<file path="config.mk">
export PLATFORM = sky130hd
export DESIGN_NAME = alu_driver_flat
export DESIGN_NICKNAME = d
export VERILOG_FILES = /design/src/rtl/alu_driver_if.sv /design/src/rtl/alu_driver.sv /design/src/flat_wrapper.sv
export SDC_FILE = /design/constraint.sdc
export NUM_CORES = 1
export LEC_CHECK = 0
export BUFFER_PORTS_ARGS = -buffer_cell sky130_fd_sc_hd__buf_2
export CORE_MARGIN = 2
export CORE_UTILIZATION = 25
export CTS_BUF_LIST = sky130_fd_sc_hd__clkbuf_8
export DETAILED_ROUTE_END_ITERATION = 10
export PLACE_DENSITY = 0.61
export REMOVE_ABC_BUFFERS = 1
export SETUP_SLACK_MARGIN = 0.1
export SYNTH_ARGS = -nofsm -noshare
export SYNTH_HDL_FRONTEND = slang
export SYNTH_SLANG_ARGS = --single-unit
</file>
<file path="constraint.sdc">
create_clock -name clk -period 1.8 [get_ports clk]
set_clock_uncertainty 0.1 [all_clocks]
set_input_delay 0.09 -clock clk [delete_from_list [all_inputs] [get_ports clk]]
set_output_delay 0.09 -clock clk [all_outputs]
set_load 0.02 [all_outputs]
</file>
<file path="src/rtl/alu_driver_if.sv">
// ---------------------------------------------------------------------------
// alu_driver_if
// Purpose: groups the request, response and ALU-side signals of alu_driver
//          into one bundle.
// Modports:
//   slave  - the driver's view: it accepts requests, produces responses and
//            drives the ALU operand/opcode lines.
//   master - the environment's view: it issues requests, consumes responses
//            and returns the ALU result.
// Signals:
//   req_valid/req_ready/req_op[4:0]/req_a[31:0]/req_b[31:0] : request channel
//   rsp_valid/rsp_ready/rsp_data[31:0]/rsp_err/rsp_ovf      : response channel
//   alu_a[31:0]/alu_b[31:0]/alu_sel[4:0]/alu_s[31:0]        : ALU lines
// ---------------------------------------------------------------------------
interface alu_driver_if ();
  logic        req_valid;
  logic        req_ready;
  logic [4:0]  req_op;
  logic [31:0] req_a;
  logic [31:0] req_b;

  logic        rsp_valid;
  logic        rsp_ready;
  logic [31:0] rsp_data;
  logic        rsp_err;
  logic        rsp_ovf;

  logic [31:0] alu_a;
  logic [31:0] alu_b;
  logic [4:0]  alu_sel;
  logic [31:0] alu_s;

  modport slave (
    input  req_valid, req_op, req_a, req_b, rsp_ready, alu_s,
    output req_ready, rsp_valid, rsp_data, rsp_err, rsp_ovf,
           alu_a, alu_b, alu_sel
  );

  modport master (
    output req_valid, req_op, req_a, req_b, rsp_ready, alu_s,
    input  req_ready, rsp_valid, rsp_data, rsp_err, rsp_ovf,
           alu_a, alu_b, alu_sel
  );
endinterface

</file>
<file path="src/rtl/alu_driver.sv">
// ---------------------------------------------------------------------------
// alu_driver
// Purpose: initiator-side sequencer for the 32-bit combinational ALU. Takes a
//          request, presents operands with sel parked at 0, then raises sel to
//          the opcode for SETTLE_CYCLES cycles, captures the ALU result and
//          returns it over the response handshake. sel drops back to 0 after
//          every operation so a repeated opcode still re-evaluates the ALU.
// Ports:
//   clk      - system clock, rising edge
//   rst      - synchronous active-high reset
//   bus      - alu_driver_if.slave (request, response and ALU lines)
//   busy     - high whenever the FSM is not IDLE
//   ops_done - count of successful (non-error) responses, wraps
// Parameters:
//   SETTLE_CYCLES - cycles sel is held at the opcode before capture (1..15)
//   CNT_W         - width of ops_done
// Optional feature macro: ALU_DRV_OVF_EN
//   defined     - rsp_ovf reports add carry-out, mul upper-half nonzero and
//                 shl1 shifted-out bit
//   not defined - rsp_ovf is constant 0
//
// State table:
//   IDLE  | waiting for a request; req_ready high
//   SETUP | operands on the ALU, sel still 0
//   ISSUE | sel = opcode, settle counter running
//   RESP  | response presented, waiting for rsp_ready
// ---------------------------------------------------------------------------
module alu_driver #(
  parameter int SETTLE_CYCLES = 2,
  parameter int CNT_W         = 16
) (
  input  logic             clk,
  input  logic             rst,
  alu_driver_if.slave      bus,
  output logic             busy,
  output logic [CNT_W-1:0] ops_done
);

  localparam logic [1:0] S_IDLE  = 2'd0;
  localparam logic [1:0] S_SETUP = 2'd1;
  localparam logic [1:0] S_ISSUE = 2'd2;
  localparam logic [1:0] S_RESP  = 2'd3;

  localparam logic [3:0] SETTLE_INIT = 4'(SETTLE_CYCLES - 1);

  logic [1:0]       state_q, state_d;
  logic [3:0]       cnt_q, cnt_d;
  logic [4:0]       op_q, op_d;
  logic [4:0]       alu_sel_q, alu_sel_d;
  logic [31:0]      alu_a_q, alu_a_d;
  logic [31:0]      alu_b_q, alu_b_d;
  logic [31:0]      rsp_data_q, rsp_data_d;
  logic             rsp_valid_q, rsp_valid_d;
  logic             rsp_err_q, rsp_err_d;
  logic             rsp_ovf_q, rsp_ovf_d;
  logic [CNT_W-1:0] ops_q, ops_d;
  logic             op_legal;
  logic             ovf_flag;

  assign op_legal = (bus.req_op != 5'd0) && (bus.req_op <= 5'd7);

`ifdef ALU_DRV_OVF_EN
  // Flag is derived from the latched operands, which are exactly what the
  // ALU sees, so it lines up with the captured result.
  logic [63:0] prod;
  assign prod = {32'd0, alu_a_q} * {32'd0, alu_b_q};

  always_comb begin
    ovf_flag = 1'b0;
    case (op_q)
      5'd1:    ovf_flag = (alu_a_q + alu_b_q) < alu_a_q;  // carry out of bit 31
      5'd5:    ovf_flag = alu_a_q[31];
      5'd7:    ovf_flag = prod > 64'h0000_0000_FFFF_FFFF;
      default: ovf_flag = 1'b0;
    endcase
  end
`else
  assign ovf_flag = 1'b0;
`endif

  always_comb begin
    state_d     = state_q;
    cnt_d       = cnt_q;
    op_d        = op_q;
    alu_sel_d   = alu_sel_q;
    alu_a_d     = alu_a_q;
    alu_b_d     = alu_b_q;
    rsp_data_d  = rsp_data_q;
    rsp_valid_d = rsp_valid_q;
    rsp_err_d   = rsp_err_q;
    rsp_ovf_d   = rsp_ovf_q;
    ops_d       = ops_q;

    case (state_q)
      S_IDLE: begin
        if (bus.req_valid) begin
          if (op_legal) begin
            alu_a_d = bus.req_a;
            alu_b_d = bus.req_b;
            op_d    = bus.req_op;
            state_d = S_SETUP;
          end else begin
            // Illegal opcode never touches the ALU lines.
            rsp_data_d  = 32'd0;
            rsp_err_d   = 1'b1;
            rsp_ovf_d   = 1'b0;
            rsp_valid_d = 1'b1;
            state_d     = S_RESP;
          end
        end
      end
      S_SETUP: begin
        alu_sel_d = op_q;
        cnt_d     = SETTLE_INIT;
        state_d   = S_ISSUE;
      end
      S_ISSUE: begin
        if (cnt_q != 4'd0) begin
          cnt_d = cnt_q - 4'd1;
        end else begin
          rsp_data_d  = bus.alu_s;
          rsp_err_d   = 1'b0;
          rsp_ovf_d   = ovf_flag;
          rsp_valid_d = 1'b1;
          alu_sel_d   = 5'd0;
          state_d     = S_RESP;
        end
      end
      default: begin  // S_RESP
        if (bus.rsp_ready) begin
          rsp_valid_d = 1'b0;
          state_d     = S_IDLE;
          if (!rsp_err_q) ops_d = ops_q + 1'b1;
        end
      end
    endcase
  end

  always_ff @(posedge clk) begin
    if (rst) begin
      state_q     <= S_IDLE;
      cnt_q       <= 4'd0;
      op_q        <= 5'd0;
      alu_sel_q   <= 5'd0;
      alu_a_q     <= 32'd0;
      alu_b_q     <= 32'd0;
      rsp_data_q  <= 32'd0;
      rsp_valid_q <= 1'b0;
      rsp_err_q   <= 1'b0;
      rsp_ovf_q   <= 1'b0;
      ops_q       <= '0;
    end else begin
      state_q     <= state_d;
      cnt_q       <= cnt_d;
      op_q        <= op_d;
      alu_sel_q   <= alu_sel_d;
      alu_a_q     <= alu_a_d;
      alu_b_q     <= alu_b_d;
      rsp_data_q  <= rsp_data_d;
      rsp_valid_q <= rsp_valid_d;
      rsp_err_q   <= rsp_err_d;
      rsp_ovf_q   <= rsp_ovf_d;
      ops_q       <= ops_d;
    end
  end

  assign bus.req_ready = (state_q == S_IDLE);
  assign busy          = (state_q != S_IDLE);
  assign bus.rsp_valid = rsp_valid_q;
  assign bus.rsp_data  = rsp_data_q;
  assign bus.rsp_err   = rsp_err_q;
  assign bus.rsp_ovf   = rsp_ovf_q;
  assign bus.alu_a     = alu_a_q;
  assign bus.alu_b     = alu_b_q;
  assign bus.alu_sel   = alu_sel_q;
  assign ops_done      = ops_q;

endmodule

</file>
<file path="src/flat_wrapper.sv">
// flat-port wrapper written by rule: the top's interface ports become plain ports
module alu_driver_flat 
#(
  parameter int SETTLE_CYCLES = 2,
  parameter int CNT_W         = 16
)
  (clk, rst, busy, ops_done, bus_req_valid, bus_req_op, bus_req_a, bus_req_b, bus_rsp_ready, bus_alu_s, bus_req_ready, bus_rsp_valid, bus_rsp_data, bus_rsp_err, bus_rsp_ovf, bus_alu_a, bus_alu_b, bus_alu_sel);
  alu_driver_if bus_i ();
  input  logic clk;
  input  logic rst;
  output logic busy;
  output logic [CNT_W-1:0] ops_done;
  input wire logic [$bits(bus_i.req_valid)-1:0] bus_req_valid;
  input wire logic [$bits(bus_i.req_op)-1:0] bus_req_op;
  input wire logic [$bits(bus_i.req_a)-1:0] bus_req_a;
  input wire logic [$bits(bus_i.req_b)-1:0] bus_req_b;
  input wire logic [$bits(bus_i.rsp_ready)-1:0] bus_rsp_ready;
  input wire logic [$bits(bus_i.alu_s)-1:0] bus_alu_s;
  output wire logic [$bits(bus_i.req_ready)-1:0] bus_req_ready;
  output wire logic [$bits(bus_i.rsp_valid)-1:0] bus_rsp_valid;
  output wire logic [$bits(bus_i.rsp_data)-1:0] bus_rsp_data;
  output wire logic [$bits(bus_i.rsp_err)-1:0] bus_rsp_err;
  output wire logic [$bits(bus_i.rsp_ovf)-1:0] bus_rsp_ovf;
  output wire logic [$bits(bus_i.alu_a)-1:0] bus_alu_a;
  output wire logic [$bits(bus_i.alu_b)-1:0] bus_alu_b;
  output wire logic [$bits(bus_i.alu_sel)-1:0] bus_alu_sel;
  assign bus_i.req_valid = bus_req_valid;
  assign bus_i.req_op = bus_req_op;
  assign bus_i.req_a = bus_req_a;
  assign bus_i.req_b = bus_req_b;
  assign bus_i.rsp_ready = bus_rsp_ready;
  assign bus_i.alu_s = bus_alu_s;
  assign bus_req_ready = bus_i.req_ready;
  assign bus_rsp_valid = bus_i.rsp_valid;
  assign bus_rsp_data = bus_i.rsp_data;
  assign bus_rsp_err = bus_i.rsp_err;
  assign bus_rsp_ovf = bus_i.rsp_ovf;
  assign bus_alu_a = bus_i.alu_a;
  assign bus_alu_b = bus_i.alu_b;
  assign bus_alu_sel = bus_i.alu_sel;
  alu_driver #(.SETTLE_CYCLES(SETTLE_CYCLES), .CNT_W(CNT_W)) u_core (.clk(clk), .rst(rst), .bus(bus_i), .busy(busy), .ops_done(ops_done));
endmodule
</file>
==> results of run 1 <==
==> power breakdown <==
part	total [mW]	switching, mW	internal, mW
Sequential	3.29	0.169	3.12
Clock	2.67	1.19	1.48
Combinational	2.60	1.37	1.22
Total	8.56	2.73	5.83
==> final cells by class <==
| type | count | area [um^2] |
|---|---|---|
| tap | 265 | 332 |
| clock inverter | 12 | 154 |
| inverter | 6 | 30.0 |
| sequential | 130 | 2610 |
| clock buffer | 20 | 275 |
| multi-input combinational | 370 | 2150 |
| timing repair buffer | 372 | 2700 |
| fill | 1893 | 11000 |
==> cell usage after synthesis, types with 2 or more instances <==
cell and count:
o21ai_0 7, nand2_1 148, nor4_1 2, clkbuf_1 16, a21oi_1 79, nand4_1 5
xnor2_1 5, nand3_1 15, nor2_1 16, nor3b_1 3, nor2b_1 2, nor3_1 5
buf_2 6, and3_1 2, buf_4 5, nand2b_1 2, o211ai_1 2, dfxtp_1 130
buf_1 3, inv_1 6, a22o_1 32, buf_6 7, a31oi_1 3, xor2_1 7
ha_1 7, or3_1 4
==> kinds of logic (layout without fill, tap and decap cells) <==
kind of cell / count (synthesis) / after routing / synth area share, %
xor+xnor: 12 / 12 / 2.16
simple gates: 220 / 220 / 20.9
mux: 1 / 1 / 0.206
other cells: 1 / 1 / 0.0770
fa+ha+maj: 7 / 7 / 1.80
buf+inv: 43 / 410 / 4.94
compound gates: 129 / 129 / 16.5
flops: 130 / 130 / 53.5
==> final timing paths <==
kind / from / end / slack, ps / cells past startpoint
max: u_core.cnt_q[0] / u_core.bus.rsp_data[2] / -50 / 7
max reg2reg: u_core.cnt_q[0] / u_core.bus.rsp_data[2] / -50 / 7
min: bus_req_op[3] / u_core.bus.rsp_err / 270 / 6
min reg2reg: u_core.op_q[4] / u_core.bus.alu_sel[4] / 350 / 2
==> what timing repair did <==
action | 4_1_cts | 5_1_grt
setup buffers | 0 | 4
pin swaps | 3 | 11
hold endpoints to repair | 118 | 0
resized for setup | 14 | 36
hold buffers | 102 | 0
cloned | 0 | 6
endpoints found under the setup margin | 113 | 66
==> worst max-delay path, cell delays in order (launching register included) <==
cell and delay, ps:
dfxtp_2 330, inv_2 70, ha_4 130, or3b_4 390, a21boi_4 170, a31oi_4 170
buf_12 200, a22o_1 190
==> per-layer routing <==
metal	wire, um	vias to the layer above	GRT usage [%]
met2	8290	225	25.7
met1	7390	2466	17.4
met5	0	-	0
li1	-	2565	-
met4	215	0	4.08
met3	1290	19	5.50
==> registers in the layout (all words and copies together) (netlist names) <==
| register | cells |
|---|---|
| u_core.bus.alu_sel | 5 |
| u_core.state_q | 2 |
| u_core.bus.rsp_valid | 1 |
| u_core.bus.rsp_data | 32 |
| u_core.bus.rsp_err | 1 |
| u_core.bus.alu_b | 32 |
| u_core.op_q | 5 |
| u_core.bus.alu_a | 32 |
| u_core.cnt_q | 4 |
| u_core.ops_done | 16 |
==> stage by stage <==
step | TNS, ps | setup WS (ps)
CTS | -372 | -24.2
global placement | -70.4 | -70.4
global route | -3030 | -118
finish | -894 | -52.7
detailed placement | -573 | -107
floorplan | -91620 | -1080
==> summary.txt, run 1 <==
Status
  • Status: finished with violations
  • Failing checks: setup timing

Floorplan
  • Die Ht: about 140 um
  • I/O pin count: 227
  • Core area: 0.0193 mm^2
  • Rows: 51
  • Die Wd: between 100 and 150 um
  • Full die area: 0.0206 mm^2
  • Initial Util: 25.3%

Global routing
  • First-pass GRT wire length: 24.4 mm
  • Largest net degree at the start of global routing: 57
  • Initial antenna violation count: 0
  • Gr ovfl total: 0
  • Gr usage total: between 10% and 20%
  • Vias in the first global route: 5040

Synth
  • Post-synth design cell area: slightly below 0.005 mm^2
  • Register area share after synthesis: 53.5%
  • Top cells by area, synth: dfxtp_1, nand2_1, a21oi_1
  • Async S/R FF share, synth: 0%
  • Mapped Cells: approximately 540
  • Ys Warns: 0
  • Number of synthesized flops with an enable pin: 0
  • Synth Flop Type: dfxtp_1
  • Share of the synthesized area in the top cell type: 53.5%
  • Avg Inst Size Synth: between 8 and 9 um^2
  • Library cells used by synthesis: 50
  • #FFs+latches synth: 130
  • Most area-hungry cell type in the Yosys netlist: dfxtp_1

Pwr
  • Pwr dens: 1040 mW/mm^2
  • Max VDD drop: 0.000615 V
  • Pwr Total: 8.56 mW
  • LEAKAGE: 3.66 nW

Place
  • I/O Buffers: 225
  • Placed instance area: 0.00646 mm^2
  • DP Wirelength: between 9 and 10 mm
  • Placer Congestion: 0.780
  • Cells after DPL: 1031

Layout
  • Share of cells above drive strength 1: between 30% and 40%
  • Nets@finish: about 1000
  • Commonest non-fill, non-tap cell in the layout: buf_2
  • Final Util: 42.8%
  • Commonest cells after routing, fill and taps aside: buf_2, nand2_1, dfxtp_1
  • Final cell count without fillers: 1175
  • Antenna cells: 0
  • Design area: roughly 0.0082 mm^2
  • Area Overhead vs Synth: 69.5%

Clocking
  • CTS buffer count: 17
  • Num Clock Sinks: 130
  • Maximum clock path buffer count: 2
  • Skew-Pair Late Insertion Delay: between 400 and 500 ps
  • H-tree depth: 4
  • Clk pin slew, worst setup/hold paths: approximately 80 ps
  • CTS tree: built
  • Root buffer cell: clkbuf_8

Route
  • Post-DR wirelength/cell: roughly 15 um
  • ANT nets after route: 0
  • Drt total wl: 17.2 mm
  • Drt pass-1 iters: 4
  • Detailed Route Iter0 Violations: 219
  • # DRC: 0
  • Routed vias/inst: approximately 4.5
  • Via Count: 5275

Worst setup path
  • Worst setup EP type: flop
  • CP Launch Type: flop
  • Worst EP required: 2020 ps
  • Worst Path Class, Setup: reg2reg
  • CP Max Fanout: 16
  • Arrival @ worst endpoint: 2070 ps

STA
  • Final Max Tran Viols: 0
  • Final setup violation count: 32
  • RSZ-0062 raised after global routing: true
  • Final period utilization: 103%
  • Final hold violation count: 0
  • Fin crit period: 1850 ps
  • Hold_ws: 270 ps
  • Maximum clock frequency: 540 MHz
  • Slack of the critical path: -52.7 ps

Job
  • Max-cap violations: 0

Min path
  • Hold/Removal Path Class: in2reg
(Power assumes the default switching activity.)
==> run 2: changes to the inputs <==
- clock period: 1.8 -> 1.56 ns (I/O delays scaled with it)
==> run 2 against run 1 <==
Effect of this change: the flow still finishes with violations (setup timing); flip-flop and latch count is the same; sequential power grew 16%; hold slack lost 100 ps; final area grew 24%; critical endpoint is now u_core.bus.alu_a[14]; clock-buffer cell count is the same; wire length grew 18%; die area is the same; utilization grew 10 points; clock power grew 24%; largest cell class unchanged; setup slack lost 210 ps; register-to-register slack lost 210 ps; first-iteration DRC count shrank 43%.
==> summary.txt, run 2 (synthesis results as in run 1) <==
Status
  • Status: finished with violations (unchanged)
  • Failing checks: setup timing (unchanged)

Place
  • I/O Buffers: 225 (unchanged)
  • Placer Congestion: 0.796 (was 0.780)
  • DP Wirelength: 10.0 mm (was 9.83 mm)
  • Placed instance area: 0.00673 mm^2 (was 0.00646 mm^2)

Layout
  • Nets@finish: 1081 (was 1009)
  • Design area: 0.0102 mm^2 (was 0.00825 mm^2)
  • Area taken by multi-input logic gates: 0.00315 mm^2 (was 0.00215 mm^2)
  • Flip-flop and latch area: 0.00262 mm^2 (was 0.00261 mm^2)
  • Commonest non-fill, non-tap cell in the layout: buf_2 (unchanged)
  • Fillers: 1634 (was 1893)
  • Area Overhead vs Synth: 110% (was 69.5%)
  • Commonest cells after routing, fill and taps aside: buf_2, dfxtp_1, dlygate4sd3_1 (was buf_2, nand2_1, dfxtp_1)
  • Share of cells above drive strength 1: 61.8% (was 37.7%)

Worst setup path
  • Arrival @ worst endpoint: 2100 ps (was 2070 ps)
  • FF-to-FF Start: u_core.state_q[1] (was u_core.cnt_q[0])
  • CP Launch Type: flop (unchanged)
  • Worst setup EP type: flop (unchanged)
  • CP Max Fanout: 7 (was 16)
  • Worst EP required: 1840 ps (was 2020 ps)
  • Worst Setup SP: u_core.state_q[1] (was u_core.cnt_q[0])
  • Worst Path Class, Setup: reg2reg (unchanged)

STA
  • Fin crit period: 1820 ps (was 1850 ps)
  • Final period utilization: 117% (was 103%)
  • Maximum clock frequency: 548 MHz (was 540 MHz)
  • RSZ-0062 raised after global routing: true (unchanged)
  • Final Max Tran Viols: 0 (unchanged)
  • Slack of the critical path: -263 ps (was -52.7 ps)
  • Final setup violation count: 114 (was 32)
  • Final hold violation count: 0 (unchanged)
  • Fin Setup TNS: -18550 ps (was -894 ps)

Route
  • Via Count: 5777 (was 5275)
  • Detailed Route Iter0 Violations: 125 (was 219)
  • Drt pass-1 iters: 7 (was 4)
  • Routed vias/inst: 4.63 (was 4.49)
  • Post-DR wirelength/cell: 16.2 um (was 14.6 um)
  • ANT nets after route: 0 (unchanged)
  • Drt total wl: 20.3 mm (was 17.2 mm)
  • # DRC: 0 (unchanged)

Floorplan
  • Rows: 51 (unchanged)
  • Die Ht: 144 um (unchanged)
  • Full die area: 0.0206 mm^2 (unchanged)
  • Die Wd: 144 um (unchanged)
  • Core area: 0.0193 mm^2 (unchanged)
  • I/O pin count: 227 (unchanged)
  • Initial Util: 25.3% (unchanged)

Pwr
  • Max VDD drop: 0.000664 V (was 0.000615 V)
  • Pwr dens: 1130 mW/mm^2 (was 1040 mW/mm^2)
  • LEAKAGE: 4.65 nW (was 3.66 nW)

Global routing
  • Initial antenna violation count: 2 (was 0)
  • Largest net degree at the start of global routing: 54 (was 57)
  • Gr ovfl total: 0 (unchanged)
  • Vias in the first global route: 5714 (was 5040)
  • First-pass GRT wire length: 28.2 mm (was 24.4 mm)
  • Gr usage total: 17.6% (was 14.9%)

Clocking
  • Skew-Pair Late Insertion Delay: 440 ps (was 420 ps)
  • Num Clock Sinks: 130 (unchanged)
  • Clk pin slew, worst setup/hold paths: 80 ps (about the same)
  • Maximum clock path buffer count: 2 (unchanged)
  • CTS tree: built (unchanged)
  • CTS buffer count: 17 (unchanged)
  • Root buffer cell: clkbuf_8 (unchanged)
  • H-tree depth: 4 (unchanged)

Min path
  • Hold path startpoint: bus_req_op[1] (was bus_req_op[3])
  • Hold/Removal Path Class: in2reg (unchanged)

Job
  • Max-cap violations: 0 (unchanged)
[run 2: final cells by class]
type / instances / share of cell area [%]
repair buffers: 444 / 35.6
flip-flops and latches: 130 / 25.6
multi-input cells: 370 / 30.8
inverters: 6 / 0.293
clock buffers: 20 / 2.69
well taps: 265 / 3.24
clock inverters: 12 / 1.76
diodes: 1 / 0.0244
[run 2: per-layer routing]
metal | global-route usage, % | share of wire (%) | up-vias
met5 | 0 | 0.035 | -
met4 | 6.04 | 2.4 | 2
met3 | 6.23 | 7.5 | 44
met2 | 31.1 | 51 | 252
met1 | 19.7 | 39 | 2752
li1 | - | - | 2727
[run 2: path summary, 6_finish.rpt]
| kind | end | cells past startpoint | slack [ps] |
|---|---|---|---|
| max | u_core.bus.alu_a[14] | 11 | -260 |
| min | u_core.state_q[1] | 6 | 170 |
| max reg2reg | u_core.bus.alu_a[14] | 11 | -260 |
| min reg2reg | u_core.bus.alu_sel[4] | 2 | 350 |
[run 2: timing repair]
item                                   in CTS  in global routing
resized for setup                         138                240
gates cloned                               16                  0
pin swaps                                  54                142
endpoints found under the hold margin     112                  0
buffers inserted                           26                 22
hold buffers                              102                  0
setup endpoints to repair                 129                128
[run 2: where the power goes]
| part | leakage, nW | internal, mW | total, mW | switching, mW |
|---|---|---|---|---|
| clock network | 0.231 | 1.88 | 3.30 | 1.43 |
| logic | 3.36 | 2.31 | 4.42 | 2.11 |
| registers | 1.06 | 3.60 | 3.82 | 0.213 |
[run 2: stage by stage]
stage	instances	power, mW	hold slack (ps)	worst slack (ps)	util (%)
2_1_floorplan	506	5.05	47.1	-1320	-
3_3_place_gp	1063	6.28	194	-216	34.9
3_5_place_dp	1063	6.31	198	-295	34.9
4_1_cts	1237	10.9	109	-265	48.8
5_1_grt	1247	12.1	170	-334	53.1
6_report	1248	11.5	170	-263	53.1
[run 2: critical path, stage by stage (launching register included)]
cell and delay [ps]:
dfxtp_4 390, inv_4 50, ha_4 160, buf_6 120, buf_6 110, nand4_1 80, buf_6 150, buf_12 140
buf_12 120, buf_16 150, nand2_4 50, a21oi_2 130
==> run 3: changes to the inputs <==
- ABC_AREA: default -> 1
==> run 3 against run 2 <==
Effect of this change: the run still ends with setup timing left; synthesized cell count grew 24%; cell count up 6.0%; critical endpoint is now u_core.bus.alu_b[30]; largest power group unchanged; flip-flop and latch count unchanged; setup slack gained 150 ps; largest cell class unchanged; critical path depth decreased by 3; register-to-register slack better by 150 ps; fmax up 9.3%; non-clock buffer count fell by 57; clock power is 3% lower; wire length down 4.7%; hold slack got worse by 120 ps; sequential share of layout area increased by 3.1 points.
==> summary.txt, run 3 <==
Place
  • I/O Buffers: 225 (unchanged)
  • DP Wirelength: 10.6 mm (was 10.0 mm)
  • Cells after DPL: 1178 (was 1063)
  • Pre-CTS setup slack: -166 ps (was -295 ps)
  • Placer Congestion: 0.756 (was 0.796)
  • Placed instance area: 0.00683 mm^2 (was 0.00673 mm^2)

Floorplan
  • Die Ht: 147 um (was 144 um)
  • Full die area: 0.0215 mm^2 (was 0.0206 mm^2)
  • I/O pin count: 227 (unchanged)
  • Die Wd: 147 um (was 144 um)
  • Initial Util: 25.3% (about the same)
  • Core area: 0.0201 mm^2 (was 0.0193 mm^2)
  • Rows: 52 (was 51)

Layout
  • Flip-flop and latch area: 0.00261 mm^2 (was 0.00262 mm^2)
  • Area taken by multi-input logic gates: 0.00254 mm^2 (was 0.00315 mm^2)
  • Final Util: 45.3% (was 53.1%)
  • Share of cells above drive strength 1: 40.0% (was 61.8%)
  • Nets@finish: 1153 (was 1081)
  • Final cell count without fillers: 1323 (was 1248)
  • Commonest cells after routing, fill and taps aside: buf_2, dfxtp_1, nor2_1 (was buf_2, dfxtp_1, dlygate4sd3_1)
  • Design area: 0.00910 mm^2 (was 0.0102 mm^2)
  • Antenna cells: 0 (was 1)
  • Commonest non-fill, non-tap cell in the layout: buf_2 (unchanged)
  • Area Overhead vs Synth: 79.1% (was 110%)
  • Fillers: 1852 (was 1634)

Clocking
  • CTS tree: built (unchanged)
  • CTS buffer count: 17 (unchanged)
  • H-tree depth: 4 (unchanged)
  • Root buffer cell: clkbuf_8 (unchanged)
  • Clk pin slew, worst setup/hold paths: 80 ps (about the same)
  • Num Clock Sinks: 130 (unchanged)
  • Maximum clock path buffer count: 2 (unchanged)
  • Skew-Pair Late Insertion Delay: 420 ps (was 440 ps)

Global routing
  • Largest net degree at the start of global routing: 86 (was 54)
  • First-pass GRT wire length: 27.6 mm (was 28.2 mm)
  • GR met2 Demand/Resource: 28.0% (was 31.1%)
  • Initial antenna violation count: 0 (was 2)
  • Gr ovfl total: 0 (unchanged)
  • Met1 Use GR: 17.8% (was 19.7%)
  • Met3 Usage GRT: 4.84% (was 6.23%)
  • Busiest layer in global routing: met2 (unchanged)
  • Vias in the first global route: 5749 (was 5714)
  • Gr usage total: 15.7% (was 17.6%)

Synth
  • Largest family of logic cells by synthesized area: simple AND/OR/NAND/NOR gates (unchanged)
  • Multiplexer share of the synthesized area: 0% (was 0.206%)
  • Share of the synthesized area in the top cell type: 51.2% (was 53.5%)
  • Adder-cell area share of the yosys netlist: 1.72% (was 1.80%)
  • Mapped Cells: 676 (was 543)
  • Top cells by area, synth: dfxtp_1, nor2_1, o21ai_0 (was dfxtp_1, nand2_1, a21oi_1)
  • Ys Warns: 0 (unchanged)
  • Most area-hungry cell type in the Yosys netlist: dfxtp_1 (unchanged)
  • Leading cell types by count after synthesis: nor2_1, dfxtp_1, nand2_1, o21ai_0, a21oi_1 (was nand2_1, dfxtp_1, a21oi_1, a22o_1)
  • Avg Inst Size Synth: 7.51 um^2 (was 8.96 um^2)
  • Post-synth design cell area: 0.00508 mm^2 (was 0.00487 mm^2)
  • Async S/R FF share, synth: 0% (unchanged)
  • Library cells used by synthesis: 26 (was 50)
  • #FFs+latches synth: 130 (unchanged)
  • Compound-Gate Fraction of Synth Area: 13.1% (was 16.5%)
  • Synth Flop Type: dfxtp_1 (unchanged)
  • Register area share after synthesis: 51.2% (was 53.5%)
  • Number of synthesized flops with an enable pin: 0 (unchanged)
  • XOR/XNOR share of the synthesized area: 0.172% (was 2.16%)
  • Most instantiated library cell after synthesis: nor2_1 (was nand2_1)
  • Synth Area in Simple Gates: 26.6% (was 20.9%)

Pwr
  • Cell internal pwr: 7.78 mW (was 7.79 mW)
  • Pwr Total: 12.1 mW (was 11.5 mW)
  • Comb power frac: 41.3% (was 38.3%)
  • Max VDD drop: 0.000524 V (was 0.000664 V)
  • Clock share of power: 26.3% (was 28.6%)
  • Flop pwr share: 32.4% (was 33.1%)
  • Psw: 4.32 mW (was 3.74 mW)
  • LEAKAGE: 4.17 nW (was 4.65 nW)
  • Switching Fraction: 35.7% (was 32.5%)
  • Pwr dens: 1330 mW/mm^2 (was 1130 mW/mm^2)

Route
  • Post-DR wirelength/cell: 14.6 um (was 16.2 um)
  • ANT nets after route: 0 (unchanged)
  • Routed vias/inst: 4.53 (was 4.63)
  • Drt pass-1 iters: 5 (was 7)
  • Via Count: 5998 (was 5777)
  • Drt total wl: 19.3 mm (was 20.3 mm)
  • # DRC: 0 (unchanged)
  • Detailed Route Iter0 Violations: 266 (was 125)

Status
  • Failing checks: setup timing (unchanged)
  • Status: finished with violations (unchanged)

Worst setup path
  • Critical-path cell list: inv_4, ha_4, nand4_4, nor2_4, buf_8, clkbuf_16, o21ai_0, nor2_1 (was inv_4, ha_4, buf_6, buf_6, nand4_1, buf_6, buf_12, buf_12, buf_16, nand2_4, a21oi_2)
  • Crit path max-delay family: buffers and inverters (unchanged)
  • Arrival @ worst endpoint: 1930 ps (was 2100 ps)
  • CP Launch Type: flop (unchanged)
  • CP max-delay cell: dfxtp_4 (unchanged)
  • Worst Path Class, Setup: reg2reg (unchanged)
  • Worst setup EP type: flop (unchanged)
  • CP Max Fanout: 7 (unchanged)
  • Buffers & Inverters on Critical Path: 3 (was 7)
  • Critical Path Max Stage Delay: 370 ps (was 390 ps)
  • Worst EP required: 1820 ps (was 1840 ps)

STA
  • Fin Setup TNS: -4480 ps (was -18550 ps)
  • Final Max Tran Viols: 0 (unchanged)
  • Fin crit period: 1670 ps (was 1820 ps)
  • RSZ-0062 raised after global routing: true (unchanged)
  • Final setup violation count: 102 (was 114)
  • Maximum clock frequency: 599 MHz (was 548 MHz)
  • Slack of the critical path: -109 ps (was -263 ps)
  • Final period utilization: 107% (was 117%)
  • Final hold violation count: 0 (unchanged)
  • Hold_ws: 45.0 ps (was 170 ps)

Min path
  • Hold/Removal Path Class: in2reg (unchanged)

Job
  • Max-cap violations: 0 (unchanged)
-- run 3: kinds of logic (layout without fill, tap and decap cells) --
family                   count (synthesis)  after routing
AO/OA/AOI/OAI                          132            132
AND/OR/NAND/NOR                        317            317
XOR/XNOR                                 1              1
buffers and inverters                   88            465
other                                    1              1
flip-flops                             130            130
adder cells (fa/ha/maj)                  7              7
-- run 3: area by class of cell --
type / instances / share of cell area [%]
Sequential cell: 130 / 28.7
Multi-Input combinational cell: 458 / 28.0
Clock inverter: 13 / 2.06
Clock buffer: 18 / 2.72
Inverter: 47 / 2.02
Tap cell: 270 / 3.71
Timing Repair Buffer: 387 / 32.8
-- run 3: worst paths after layout --
check                     from                    to  slack, ps  depth (start not counted)
min reg2reg     u_core.op_q[4]        u_core.op_q[4]        340                          2
max reg2reg  u_core.state_q[0]  u_core.bus.alu_b[30]       -110                          8
min              bus_req_op[3]     u_core.state_q[1]         40                          7
max          u_core.state_q[0]  u_core.bus.alu_b[30]       -110                          8
-- run 3: per-layer routing --
metal,vias to the layer above,routed length [um]
met4,0,470
li1,2936,-
met3,30,1370
met2,270,9870
met1,2762,7600
met5,-,0
-- run 3: repair_timing --
item                                    CTS  global route
hold buffers                             99             0
endpoints found under the hold margin    99             0
gates resized for setup                  57           113
endpoints found under the setup margin  129           129
buffers inserted                          2             2
cloned                                    1            10
pin swaps                                 4            85
-- run 3: worst reg2reg max path, cell delays in order, from the launching register on --
cell and delay, ps:
dfxtp_4 370, inv_4 80, ha_4 170, nand4_4 90, nor2_4 180, buf_8 190, clkbuf_16 170, o21ai_0 110
nor2_1 150
-- run 3: power by group through the flow --
stage / sequential [mW] / combinational, mW / clock (mW)
floorplan: 4.29 / 1.41 / 0
global placement: 3.92 / 3.36 / 0
detailed placement: 3.93 / 3.35 / 0
CTS: 3.87 / 3.98 / 3.29
global route: 3.95 / 5.34 / 3.42
finish: 3.92 / 4.99 / 3.19
